$ cat config.mk
export PLATFORM = sky130hd
export DESIGN_NAME = thor2024_pc_redirect_arb
export DESIGN_NICKNAME = d
export VERILOG_FILES = /design/src/rtl/thor2024_pc_redirect_arb_pkg.sv /design/src/rtl/thor2024_redir_slot.sv /design/src/rtl/thor2024_pc_redirect_arb.sv
export SDC_FILE = /design/constraint.sdc
export NUM_CORES = 1
export LEC_CHECK = 0
export ABC_AREA = 1
export BUFFER_PORTS_ARGS = -buffer_cell sky130_fd_sc_hd__buf_2
export CAP_MARGIN = 20
export CELL_PAD_IN_SITES_DETAIL_PLACEMENT = 0
export CELL_PAD_IN_SITES_GLOBAL_PLACEMENT = 2
export CORE_AREA = 4 4 168 170
export DETAILED_ROUTE_END_ITERATION = 7
export DIE_AREA = 0 0 172 174
export MAX_ROUTING_LAYER = met4
export PLACE_DENSITY_LB_ADDON = 0.2
export REMOVE_ABC_BUFFERS = 1
export SLEW_MARGIN = 20
export SYNTH_ARGS = -nofsm -noshare
export SYNTH_HDL_FRONTEND = slang
export SYNTH_SLANG_ARGS = --single-unit
$ cat constraint.sdc
create_clock -name clk -period 6.6 [get_ports clk]
set_input_delay 0.99 -clock clk [delete_from_list [all_inputs] [get_ports clk]]
set_output_delay 0.99 -clock clk [all_outputs]
set_load 0.01 [all_outputs]
$ cat src/rtl/thor2024_pc_redirect_arb_pkg.sv
// Shared types for the PC redirect arbiter: PC address type, redirect source
// encoding and the registered redirect record.
package thor2024_pc_redirect_arb_pkg;

  localparam int PC_W = 32;

  typedef logic [PC_W-1:0] pc_address_t;

  typedef enum logic [1:0] {
    RS_MISS = 2'd0,
    RS_EXC  = 2'd1,
    RS_IRQ  = 2'd2,
    RS_BB   = 2'd3
  } redir_src_t;

  typedef struct packed {
    logic        v;
    pc_address_t pc;
    redir_src_t  src;
  } redirect_t;

endpackage

$ cat src/rtl/thor2024_redir_slot.sv
// One-entry redirect holding slot: a new request wins over a restore, and a
// restore wins over a clear (issue or cancel).
module thor2024_redir_slot #(
  parameter int W = 32
) (
  input  logic         clk,
  input  logic         rst,
  input  logic         req,
  input  logic [W-1:0] req_pc,
  input  logic         can_take,
  input  logic         restore,
  input  logic [W-1:0] restore_pc,
  input  logic         clear,
  output logic         ack,
  output logic         v,
  output logic [W-1:0] pc
);

  always_comb ack = req & can_take & ~rst;

  always_ff @(posedge clk or posedge rst) begin
    if (rst) begin
      v  <= 1'b0;
      pc <= '0;
    end else if (ack) begin
      v  <= 1'b1;
      pc <= req_pc;
    end else if (restore) begin
      v  <= 1'b1;
      pc <= restore_pc;
    end else if (clear) begin
      v  <= 1'b0;
    end
  end

endmodule

$ cat src/rtl/thor2024_pc_redirect_arb.sv
// Arbitrates miss/exception/interrupt/backward-branch redirects into one
// registered valid/ready redirect stream for the fetch PC register.
module thor2024_pc_redirect_arb #(
  parameter int PCW  = 32,
  parameter int CNTW = 16
) (
  input  logic            clk,
  input  logic            rst,
  input  logic            miss_req,
  input  logic [PCW-1:0]  miss_pc,
  input  logic            exc_req,
  input  logic [PCW-1:0]  exc_pc,
  input  logic            irq_req,
  input  logic [PCW-1:0]  irq_pc,
  input  logic            irq_en,
  input  logic            micro_active,
  input  logic            bb_req,
  input  logic [PCW-1:0]  bb_pc,
  output logic            bb_ack,
  output logic            exc_ack,
  output logic            irq_ack,
  output logic            redir_v,
  output logic [PCW-1:0]  redir_pc,
  output logic [1:0]      redir_src,
  input  logic            redir_rdy,
  output logic            busy,
  output logic [CNTW-1:0] cancel_cnt
);

  import thor2024_pc_redirect_arb_pkg::*;

  logic           miss_v, exc_v, bb_v, miss_ack_unused;
  logic [PCW-1:0] miss_q, exc_q, bb_q;
  redirect_t      out_q, out_d;
  logic           cancel, held, out_cancel, replace, out_free, restore, irq_elig;
  logic           sel_miss, sel_exc, sel_irq, sel_bb;
  logic           exc_can_take, bb_can_take;
  logic [1:0]     cnt_inc;
  logic [CNTW:0]  cnt_sum;
  logic [CNTW-1:0] cnt_q;

  always_comb begin
    cancel     = miss_req | exc_req;
    irq_elig   = irq_req & irq_en & ~micro_active;
    held       = out_q.v & ~redir_rdy;
    out_cancel = held & (out_q.src == RS_BB) & cancel;
    // A presented exc can only be displaced if its slot is free to take it back.
    replace    = held & miss_v & (out_q.src != RS_MISS) &
                 ((out_q.src != RS_EXC) | ~exc_v);
    restore    = replace & (out_q.src == RS_EXC);
    out_free   = ~held | out_cancel | replace;

    sel_miss = out_free & miss_v;
    sel_exc  = out_free & ~miss_v & exc_v;
    sel_irq  = out_free & ~miss_v & ~exc_v & irq_elig;
    sel_bb   = out_free & ~miss_v & ~exc_v & ~irq_elig & bb_v & ~cancel;

    exc_can_take = (~exc_v & ~restore) | sel_exc;
    bb_can_take  = ~miss_req & (~bb_v | sel_bb | exc_req);

    out_d = out_q;
    if (out_free) begin
      out_d.v = sel_miss | sel_exc | sel_irq | sel_bb;
      if (sel_miss) begin
        out_d.pc  = miss_q;
        out_d.src = RS_MISS;
      end else if (sel_exc) begin
        out_d.pc  = exc_q;
        out_d.src = RS_EXC;
      end else if (sel_irq) begin
        out_d.pc  = irq_pc;
        out_d.src = RS_IRQ;
      end else if (sel_bb) begin
        out_d.pc  = bb_q;
        out_d.src = RS_BB;
      end
    end

    cnt_inc = 2'(bb_v & cancel) + 2'(out_cancel);
    cnt_sum = {1'b0, cnt_q} + (CNTW+1)'(cnt_inc);
  end

  thor2024_redir_slot #(.W(PCW)) u_miss_slot (
    .clk(clk), .rst(rst), .req(miss_req), .req_pc(miss_pc), .can_take(1'b1),
    .restore(1'b0), .restore_pc('0), .clear(sel_miss),
    .ack(miss_ack_unused), .v(miss_v), .pc(miss_q)
  );

  thor2024_redir_slot #(.W(PCW)) u_exc_slot (
    .clk(clk), .rst(rst), .req(exc_req), .req_pc(exc_pc), .can_take(exc_can_take),
    .restore(restore), .restore_pc(out_q.pc), .clear(sel_exc),
    .ack(exc_ack), .v(exc_v), .pc(exc_q)
  );

  thor2024_redir_slot #(.W(PCW)) u_bb_slot (
    .clk(clk), .rst(rst), .req(bb_req), .req_pc(bb_pc), .can_take(bb_can_take),
    .restore(1'b0), .restore_pc('0), .clear(sel_bb | cancel),
    .ack(bb_ack), .v(bb_v), .pc(bb_q)
  );

  always_ff @(posedge clk or posedge rst) begin
    if (rst) begin
      out_q <= '0;
      cnt_q <= '0;
    end else begin
      out_q <= out_d;
      if (cnt_sum[CNTW]) cnt_q <= '1;
      else               cnt_q <= cnt_sum[CNTW-1:0];
    end
  end

  always_comb begin
    redir_v    = out_q.v;
    redir_pc   = out_q.pc;
    redir_src  = out_q.src;
    irq_ack    = out_q.v & redir_rdy & (out_q.src == RS_IRQ);
    busy       = miss_v | exc_v | bb_v | out_q.v;
    cancel_cnt = cnt_q;
  end

endmodule

==> impl_metrics.py, run 1 <==
metrics = {
    "sta": {
        "fin_setup_tns_ps": 0,
        "holdWs_ps": 471,
        "fin_ws_ps": 2050,
        "final-setup-viol-count": 0,
        "finClkSkew_ps": 15.6,
        "finalCritPeriodShare": 0.689,
        "min_period_ps": 4550,
        "finalHoldViolCount": 0,
        "rsz0062_at_grt": "false",
        "tightestPinTransition_ps": 1040,
        "max_freq_mhz": 220,
        "relSlewSlack": 0.305,
        "maxSlewViolCount": 0,
    },
    "floorplanning": {
        "io_pins": 192,
        "row_count": 60,
        "die_w_um": 172,
        "die_h_um": 174,
        "core_um2": 26700,
        "die_area_um2": 29900,
        "initial_utilization": 0.295,
    },
    "placed_design": {
        "placed_cells": 1532,
        "place.gp.congestion": 0.758,
        "dp_slack_ps": 1970,
        "placed_cell_area_um2": 9150,
        "dp_hpwl_um": 16900,
        "portBuffers": 191,
    },
    "logic_synthesis": {
        "yosysTopAreaCell": "dfrtp_1",
        "synth-edff-count": 0,
        "yosysUniqueCellTypes": 34,
        "yosysWarningCount": 0,
        "ys_ff_latch": 150,
        "synthTopCellsByArea": "dfrtp_1 (48%), nand2_1 (25%), nand4_1 (5.4%), nand3_1 (5.0%), mux2_2 (4.6%)",
        "ys.flop_type": "dfrtp_1",
        "ys_seq_area_frac": 0.477,
        "synth.cell_area_um2": 7880,
        "syn-instance-count": 1048,
        "synthArstFlopShare": 1.00,
        "postSynthAreaPerCell_um2": 7.52,
        "netlist.area_leader.share": 0.477,
    },
    "run_status": {
        "status": "finished clean",
    },
    "worst_setup_path": {
        "endpoint_kind": "output pin",
        "worstPathRequired_ps": 5610,
        "cp.arrival_ps": 3560,
        "rr_worst_depth": 11,
        "crit_type": "input pin to output pin",
        "reg2reg_slack_ps": 3350,
        "critPathLaunchType": "input pin",
        "cp_max_fo": 37,
        "r2r-end": "redir_src[0]$_DFFE_PP0P_",
        "r2r_start": "u_exc_slot.v$_DFFE_PP0P_",
    },
    "global_route": {
        "grt_pass1_vias": 7301,
        "grt_overflow": 0,
        "grt_pass1_wl_um": 42600,
        "antenna_found_initial": 0,
        "grt_start_max_net_pins": 86,
        "track_usage": 0.191,
    },
    "route": {
        "vias": 7244,
        "dr.pass1.iters": 5,
        "ant_nets": 0,
        "drt_wl_total_um": 27900,
        "vias_per_cell": 4.63,
        "wire_per_inst_um": 17.8,
        "drc": 0,
        "drtIter0Drc": 367,
    },
    "clock_network": {
        "cts.root.buffer_cell": "clkbuf_16",
        "cts_setup_buffers": 0,
        "holdBufCountCts": 0,
        "clk_pin_slew_worst_paths_ps": 70,
        "cts_buffers": 17,
        "cts_buffer_depth": 2,
        "clock_latency_ps": 430,
        "cts.sinks": 150,
        "cts_max_level": 4,
        "cts_tree": "done",
        "ctsResizeCount": 0,
    },
    "hold_path": {
        "min_from": "u_exc_slot.pc[18]$_DFFE_PP0P_",
        "hold_end": "u_exc_slot.pc[18]$_DFFE_PP0P_",
        "hold_depth": 2,
        "worst_hold_path_type": "flip-flop to flip-flop",
    },
    "cells_and_area": {
        "fin_nets": 1350,
        "fin_util": 0.364,
        "regArea_um2": 3750,
        "stdcell_count": 1564,
        "num_antenna_cells": 0,
        "syn2layout_area_growth_pct": 23.5,
        "finalInstanceArea_um2": 9730,
        "fillCellCount": 2950,
        "multi_input_area_um2": 3580,
        "drive_gt1_frac": 0.235,
    },
    "job": {
        "max-cap-violations": 0,
    },
    "pwr": {
        "power.density_nw_per_um2": 365,
        "p_total_mw": 3.55,
        "peakVddDrop_uv": 135,
        "p_leak_nw": 5.38,
    },
}
[worst max-delay path by stage]
stage | from | end | slack [ps] | cells after the start
2_1_floorplan | rst | u_miss_slot.pc[0]$_DFFE_PP0P_ | -260 | 3
3_3_place_gp | irq_req | bb_ack | 2020 | 10
3_5_place_dp | irq_req | bb_ack | 1970 | 10
4_1_cts | irq_req | bb_ack | 1970 | 10
5_1_grt | irq_req | bb_ack | 1910 | 10
6_report | irq_req | bb_ack | 2050 | 10
[placed cells by master (no fill, tap or decap), types with 3 or more instances in the layout]
cell type | synthesis | layout
o21ai_0 | 6 | 6
nand3_1 | 78 | 77
clkbuf_16 | 0 | 17
nand2_1 | 519 | 517
nand3b_1 | 3 | 3
clkinvlp_4 | 0 | 5
nand2_2 | 2 | 4
xor2_1 | 4 | 4
buf_2 | 27 | 191
inv_1 | 82 | 81
nor3_1 | 7 | 7
buf_4 | 4 | 12
nand4_1 | 68 | 68
nor2_1 | 13 | 12
mux2_2 | 32 | 32
dfrtp_1 | 150 | 149
inv_6 | 0 | 5
nor2_4 | 4 | 7
[cell type report]
cell class,count,share of cell area
Sequential cell,150,0.386
Multi-Input combinational cell,753,0.368
Timing Repair Buffer,205,0.112
Clock buffer,18,0.0441
Tap cell,341,0.0439
Inverter,84,0.0329
Clock inverter,13,0.0129
[critical path: stages]
cell,delay (ps)
buf_2,100
nand2_1,90
nor2_4,30
buf_4,290
nor2_1,230
nand4_4,620
nand2_1,260
nand2_2,80
inv_2,570
buf_2,260
[logic make-up (layout without fill, tap and decap cells)]
group                      after synthesis  count (layout)  share of synthesized area
muxes                                   32              32                     0.0458
buffers and inverters                  145             320                     0.0782
xor gates and xnor gates                 6               6                    0.00667
DFF                                    150             150                      0.477
AOI/OAI and AO/OA                       13              13                     0.0102
and+or+nand+nor                        700             700                      0.379
adders and majority gates                2               2                    0.00413
[synthesized netlist by cell type (2+ instances only)]
cell type / n
a21oi_1: 2
buf_1: 6
buf_2: 27
buf_4: 4
buf_6: 3
clkbuf_1: 21
dfrtp_1: 150
inv_1: 82
mux2_2: 32
nand2_1: 519
nand2_2: 2
nand3_1: 78
nand3b_1: 3
nand4_1: 68
nor2_1: 13
nor2_2: 2
nor2_4: 4
nor3_1: 7
o21ai_0: 6
xnor2_1: 2
xor2_1: 4
[power breakdown]
group / switching [mW] / internal, mW
Combinational: 0.803 / 0.410
Clock: 0.424 / 0.522
Sequential: 0.196 / 1.19
Total: 1.42 / 2.12
[state kept, by name, summed over array words and instances (netlist names)]
signal	cells
redir_src	2
redir_v	1
u_bb_slot.pc	32
redir_pc	32
u_bb_slot.v	1
u_miss_slot.v	1
cancel_cnt	16
u_exc_slot.pc	32
u_exc_slot.v	1
u_miss_slot.pc	32
[per-layer routing]
layer / global-route usage / wire (µm) / part of all wire / up-vias
met3: 0.0275 / 1150 / 0.041 / 12
li1: - / - / - / 3650
met4: 0.0465 / 252 / 0.0090 / 0
met2: 0.312 / 13600 / 0.49 / 158
met1: 0.251 / 12900 / 0.46 / 3424
met5: - / 0 / 0 / -
Power figures use the tool's default switching activity.
==> inputs of run 2 (changes only) <==
==> constraint.sdc (replaced) <==
create_clock -name clk -period 4.67 [get_ports clk]
set_input_delay 0.7005 -clock clk [delete_from_list [all_inputs] [get_ports clk]]
set_output_delay 0.7005 -clock clk [all_outputs]
set_load 0.01 [all_outputs]
==> run 2 against run 1 <==
Highest routed layer unchanged. Sequential cell count is the same. Register-to-register slack lost 1800 ps. Global-route usage grew 0.78 points. Power grew 43%.
==> impl_metrics.py, run 2 (synthesis gave the netlist of run 1 again) <==
metrics = {
    "cells_and_area": {
        "final_cell_mix": "nand2_1 (517), buf_2 (191), dfrtp_1 (149)",
        "syn2layout_area_growth_pct": 23.9,
        "drive_gt1_frac": 0.238,
        "fin_nets": 1352,
        "num_antenna_cells": 0,
        "layout.cells.most_common": "nand2_1",
    },
    "route": {
        "drc": 0,
        "ant_nets": 0,
        "vias_per_cell": 4.65,
        "dr.pass1.iters": 5,
        "drtIter0Drc": 361,
        "drt_wl_total_um": 28500,
        "vias": 7285,
        "wire_per_inst_um": 18.2,
    },
    "sta": {
        "rsz0062_at_grt": "false",
        "min_period_ps": 3420,
        "maxSlewViolCount": 0,
        "fin_ws_ps": 1250,
        "finalCritPeriodShare": 0.732,
        "finClkSkew_ps": 13.1,
        "max_freq_mhz": 292,
        "relSlewSlack": 0.271,
        "finalHoldViolCount": 0,
        "tightestPinTransition_ps": 1090,
        "fin_setup_tns_ps": 0,
        "final-setup-viol-count": 0,
    },
    "floorplanning": {
        "io_pins": 192,
        "die_h_um": 174,
        "die_w_um": 172,
        "die_area_um2": 29900,
        "row_count": 60,
        "initial_utilization": 0.295,
        "core_um2": 26700,
    },
    "clock_network": {
        "cts.sinks": 150,
        "cts_buffers": 17,
        "clock_latency_ps": 430,
        "holdBufCountCts": 0,
        "cts.root.buffer_cell": "clkbuf_16",
        "cts_buffer_depth": 2,
        "ctsResizeCount": 0,
        "cts_tree": "done",
        "clk_pin_slew_worst_paths_ps": 70,
        "cts_setup_buffers": 0,
        "cts_max_level": 4,
    },
    "global_route": {
        "grt_pass1_wl_um": 44400,
        "track_usage": 0.199,
        "grt_start_max_net_pins": 70,
        "grt_overflow": 0,
        "grt_pass1_vias": 7501,
        "antenna_found_initial": 0,
    },
    "hold_path": {
        "worst_hold_path_type": "input pin to async pin",
    },
    "worst_setup_path": {
        "endpoint_kind": "output pin",
        "rr_worst_depth": 9,
        "critPathLaunchType": "flip-flop",
        "reg2reg_slack_ps": 1550,
        "crit_type": "flip-flop to output pin",
        "cp_max_fo": 22,
        "r2r_start": "redir_src[0]$_DFFE_PP0P_",
        "worstPathRequired_ps": 3970,
        "cp.arrival_ps": 2720,
        "r2r-end": "cancel_cnt[14]$_DFF_PP0_",
    },
    "pwr": {
        "power.density_nw_per_um2": 519,
        "peakVddDrop_uv": 229,
        "p_total_mw": 5.06,
        "p_leak_nw": 5.41,
    },
    "job": {
        "max-cap-violations": 0,
    },
    "placed_design": {
        "dp_slack_ps": 1170,
        "place.gp.congestion": 0.741,
        "dp_hpwl_um": 17700,
        "portBuffers": 191,
    },
    "run_status": {
        "status": "finished clean",
    },
}
==> run 2: cell count changes in the layout (fill, tap and decap cells not counted), sizes merged <==
cell      change
clkinvlp      -2
inv           +2
buf           +2
clkinv        +1
==> run 2: worst max path at each step <==
stage	startpoint	end	slack, ps
6_report	redir_src[0]$_DFFE_PP0P_	bb_ack	1250
3_3_place_gp	redir_rdy	cancel_cnt[14]$_DFF_PP0_	1160
3_5_place_dp	redir_rdy	cancel_cnt[14]$_DFF_PP0_	1170
2_1_floorplan	rst	u_miss_slot.pc[0]$_DFFE_PP0P_	-1900
4_1_cts	redir_src[0]$_DFFE_PP0P_	bb_ack	1200
5_1_grt	redir_src[0]$_DFFE_PP0P_	bb_ack	1020
==> run 2: power by group <==
| part | total, mW | internal [mW] | switching (mW) |
|---|---|---|---|
| logic | 1.72 | 0.581 | 1.13 |
| clock network | 1.38 | 0.764 | 0.617 |
| registers | 1.97 | 1.68 | 0.286 |
| total | 5.06 | 3.03 | 2.04 |
==> run 2: layout make-up <==
type / instances / area, µm²
Clock buffer: 18 / 439
Clock inverter: 14 / 141
Fill cell: 2922 / 17000
Inverter: 84 / 320
Multi-Input combinational cell: 753 / 3580
Sequential cell: 150 / 3750
Tap cell: 341 / 427
Timing Repair Buffer: 207 / 1100
==> run 2: per-layer routing <==
layer | global-route usage | part of all wire | vias to the layer above
met5 | - | 0 | -
met4 | 0.0429 | 0.012 | 0
met1 | 0.267 | 0.46 | 3451
li1 | - | - | 3648
met3 | 0.0302 | 0.042 | 20
met2 | 0.321 | 0.48 | 166
==> run 2: worst max-delay path, stage by stage (launching register included) <==
cell	delay [ps]
dfrtp_1	460
nand2_1	140
o21ai_4	600
nand4_4	560
nand2_1	220
nand2_2	90
inv_2	70
buf_2	130
==> run 2: metrics by stage <==
step / instances / hold WS, ps / cell area (µm²) / utilization
floorplan: 987 / 442 / 7580 / -
global placement: 1534 / 456 / 9150 / 0.342
detailed placement: 1534 / 459 / 9150 / 0.342
CTS: 1566 / 205 / 9730 / 0.364
global route: 1567 / 219 / 9760 / 0.365
finish: 1567 / 223 / 9760 / 0.365
==> inputs of run 3 (changes only) <==
==> constraint.sdc (replaced) <==
create_clock -name clk -period 3.2 [get_ports clk]
set_input_delay 0.48 -clock clk [delete_from_list [all_inputs] [get_ports clk]]
set_output_delay 0.48 -clock clk [all_outputs]
set_load 0.01 [all_outputs]
==> run 3 against run 2 <==
Hold slack better by 15 ps. Count of clock-buffer cells in the layout unchanged. Power up 52%. Core utilization increased by 0.61 points. Worst setup slack got worse by 830 ps. Register-to-register slack worse by 820 ps. Critical path type is now input pin to output pin. Die area did not move. Sequential power is 46% higher. Sequential share of layout area fell by 0.63 points. Largest power group unchanged.
==> impl_metrics.py, run 3 (synthesis gave the netlist of run 1 again) <==
metrics = {
    "hold_path": {
        "worst_hold_path_type": "input pin to flip-flop",
        "hold_depth": 3,
        "min_from": "bb_pc[15]",
        "hold_end": "u_bb_slot.pc[15]$_DFFE_PP0P_",
    },
    "clock_network": {
        "cts.root.buffer_cell": "clkbuf_16",
        "cts_setup_buffers": 0,
        "clock_latency_ps": 430,
        "cts_buffer_depth": 2,
        "cts_buffers": 17,
        "cts_tree": "done",
        "cts_max_level": 4,
        "cts.sinks": 150,
        "clk_pin_slew_worst_paths_ps": 70,
    },
    "floorplanning": {
        "die_w_um": 172,
        "row_count": 60,
        "initial_utilization": 0.295,
        "core_um2": 26700,
        "io_pins": 192,
        "die_area_um2": 29900,
        "die_h_um": 174,
    },
    "sta": {
        "final-setup-viol-count": 0,
        "tightestPinTransition_ps": 981,
        "finalHoldViolCount": 0,
        "finClkSkew_ps": 12.9,
        "fin_setup_tns_ps": 0,
        "relSlewSlack": 0.346,
        "maxSlewViolCount": 0,
        "max_freq_mhz": 359,
        "fin_ws_ps": 417,
        "finalCritPeriodShare": 0.870,
        "rsz0062_at_grt": "false",
        "min_period_ps": 2780,
    },
    "worst_setup_path": {
        "r2r-end": "cancel_cnt[14]$_DFF_PP0_",
        "worstPathRequired_ps": 2720,
        "reg2reg_slack_ps": 730,
        "cp.arrival_ps": 2300,
        "critPathLaunchType": "input pin",
        "endpoint_kind": "output pin",
        "r2r_start": "redir_src[0]$_DFFE_PP0P_",
        "cp_max_fo": 20,
        "crit_type": "input pin to output pin",
        "rr_worst_depth": 11,
    },
    "pwr": {
        "power_switching_mw": 2.96,
        "p_leak_nw": 5.49,
        "p_total_mw": 7.69,
        "peakVddDrop_uv": 323,
        "pwr-share-clk": 0.300,
        "swShare": 0.385,
        "comb_power_share": 0.327,
        "cellInternalPower_mw": 4.73,
        "seqPwrFrac": 0.374,
        "power.density_nw_per_um2": 775,
    },
    "global_route": {
        "track_usage": 0.197,
        "grt_overflow": 0,
        "grt_use_met1": 0.257,
        "grt_pass1_wl_um": 43500,
        "met2_usage": 0.317,
        "antenna_found_initial": 2,
        "grt_pass1_vias": 7464,
        "grt_start_max_net_pins": 70,
        "grt.busiest_layer": "met2",
        "grtUsageMet3": 0.0316,
    },
    "route": {
        "vias": 7330,
        "drtIter0Drc": 392,
        "drc": 0,
        "vias_per_cell": 4.64,
        "ant_nets": 0,
        "wire_per_inst_um": 18.0,
        "dr.pass1.iters": 4,
        "drt_wl_total_um": 28400,
    },
    "run_status": {
        "status": "finished clean",
    },
    "cells_and_area": {
        "final_cell_mix": "nand2_1 (517), buf_2 (191), dfrtp_1 (149)",
        "drive_gt1_frac": 0.245,
        "fin_util": 0.371,
        "layout.cells.most_common": "nand2_1",
        "fillCellCount": 2896,
        "fin_nets": 1365,
        "syn2layout_area_growth_pct": 25.9,
    },
    "placed_design": {
        "portBuffers": 191,
        "dp_slack_ps": 563,
        "place.gp.congestion": 0.768,
        "dp_hpwl_um": 18500,
    },
    "job": {
        "max-cap-violations": 0,
    },
}
-- run 3: cell count changes in the layout (fill, tap and decap cells not counted) --
cell / before / now
clkinv_2: 1 / 0
buf_4: 15 / 28
bufinv_16: 1 / 5
clkinv_4: 3 / 1
buf_16: 1 / 0
inv_6: 5 / 4
inv_8: 2 / 1
diode_2: 0 / 2
dlygate4sd3_1: 0 / 1
-- run 3: worst max-delay path by stage --
stage | start | slack (ps) | end | cells past startpoint
5_1_grt | rst | 270 | exc_ack | 7
3_3_place_gp | redir_rdy | 600 | cancel_cnt[15]$_DFF_PP0_ | 11
3_5_place_dp | redir_rdy | 560 | cancel_cnt[14]$_DFF_PP0_ | 12
4_1_cts | rst | 370 | exc_ack | 7
2_1_floorplan | rst | -3150 | u_miss_slot.pc[0]$_DFFE_PP0P_ | 3
6_report | rst | 420 | exc_ack | 7
-- run 3: timing repair --
action | in CTS | in global routing
hold buffers | 1 | 0
hold endpoints to repair | 15 | 0
gates resized for setup | 0 | 0
-- run 3: per-stage QoR --
step | hold slack, ps | cell area [µm²] | cells
after floorplan | 442 | 7580 | 987
after global placement | 428 | 9250 | 1547
after global routing | 232 | 9920 | 1581
after detailed placement | 428 | 9250 | 1547
final | 237 | 9920 | 1581
after CTS | 217 | 9910 | 1579
-- run 3: power by group through the flow --
stage          sequential (mW)  combinational (mW)  clock, mW
4_1_cts                   2.88                2.58       2.36
6_report                  2.87                2.51       2.30
2_1_floorplan             2.92                1.36          0
5_1_grt                   2.95                2.85       2.43
3_5_place_dp              2.91                2.56          0
3_3_place_gp              2.90                2.55          0
-- run 3: cell type report --
type | instances | area (µm²) | area share
diodes | 2 | 5.00 | 0.000505
clock buffers | 18 | 439 | 0.0443
clock inverters | 13 | 219 | 0.0221
inverters | 84 | 320 | 0.0323
multi-input cells | 753 | 3580 | 0.361
flip-flops and latches | 150 | 3750 | 0.379
well taps | 341 | 427 | 0.0430
repair buffers | 220 | 1180 | 0.119
-- run 3: layer usage --
layer | vias to the layer above | part of all wire
met5 | - | 0
met4 | 0 | 0.016
met3 | 27 | 0.040
met2 | 175 | 0.48
met1 | 3449 | 0.46
li1 | 3679 | -
-- run 3: critical path, cell delays in order --
cell	delay, ps
dlygate4sd3_1	530
buf_2	140
inv_6	160
nand2_1	140
nor2_4	380
and2_1	250
buf_2	200
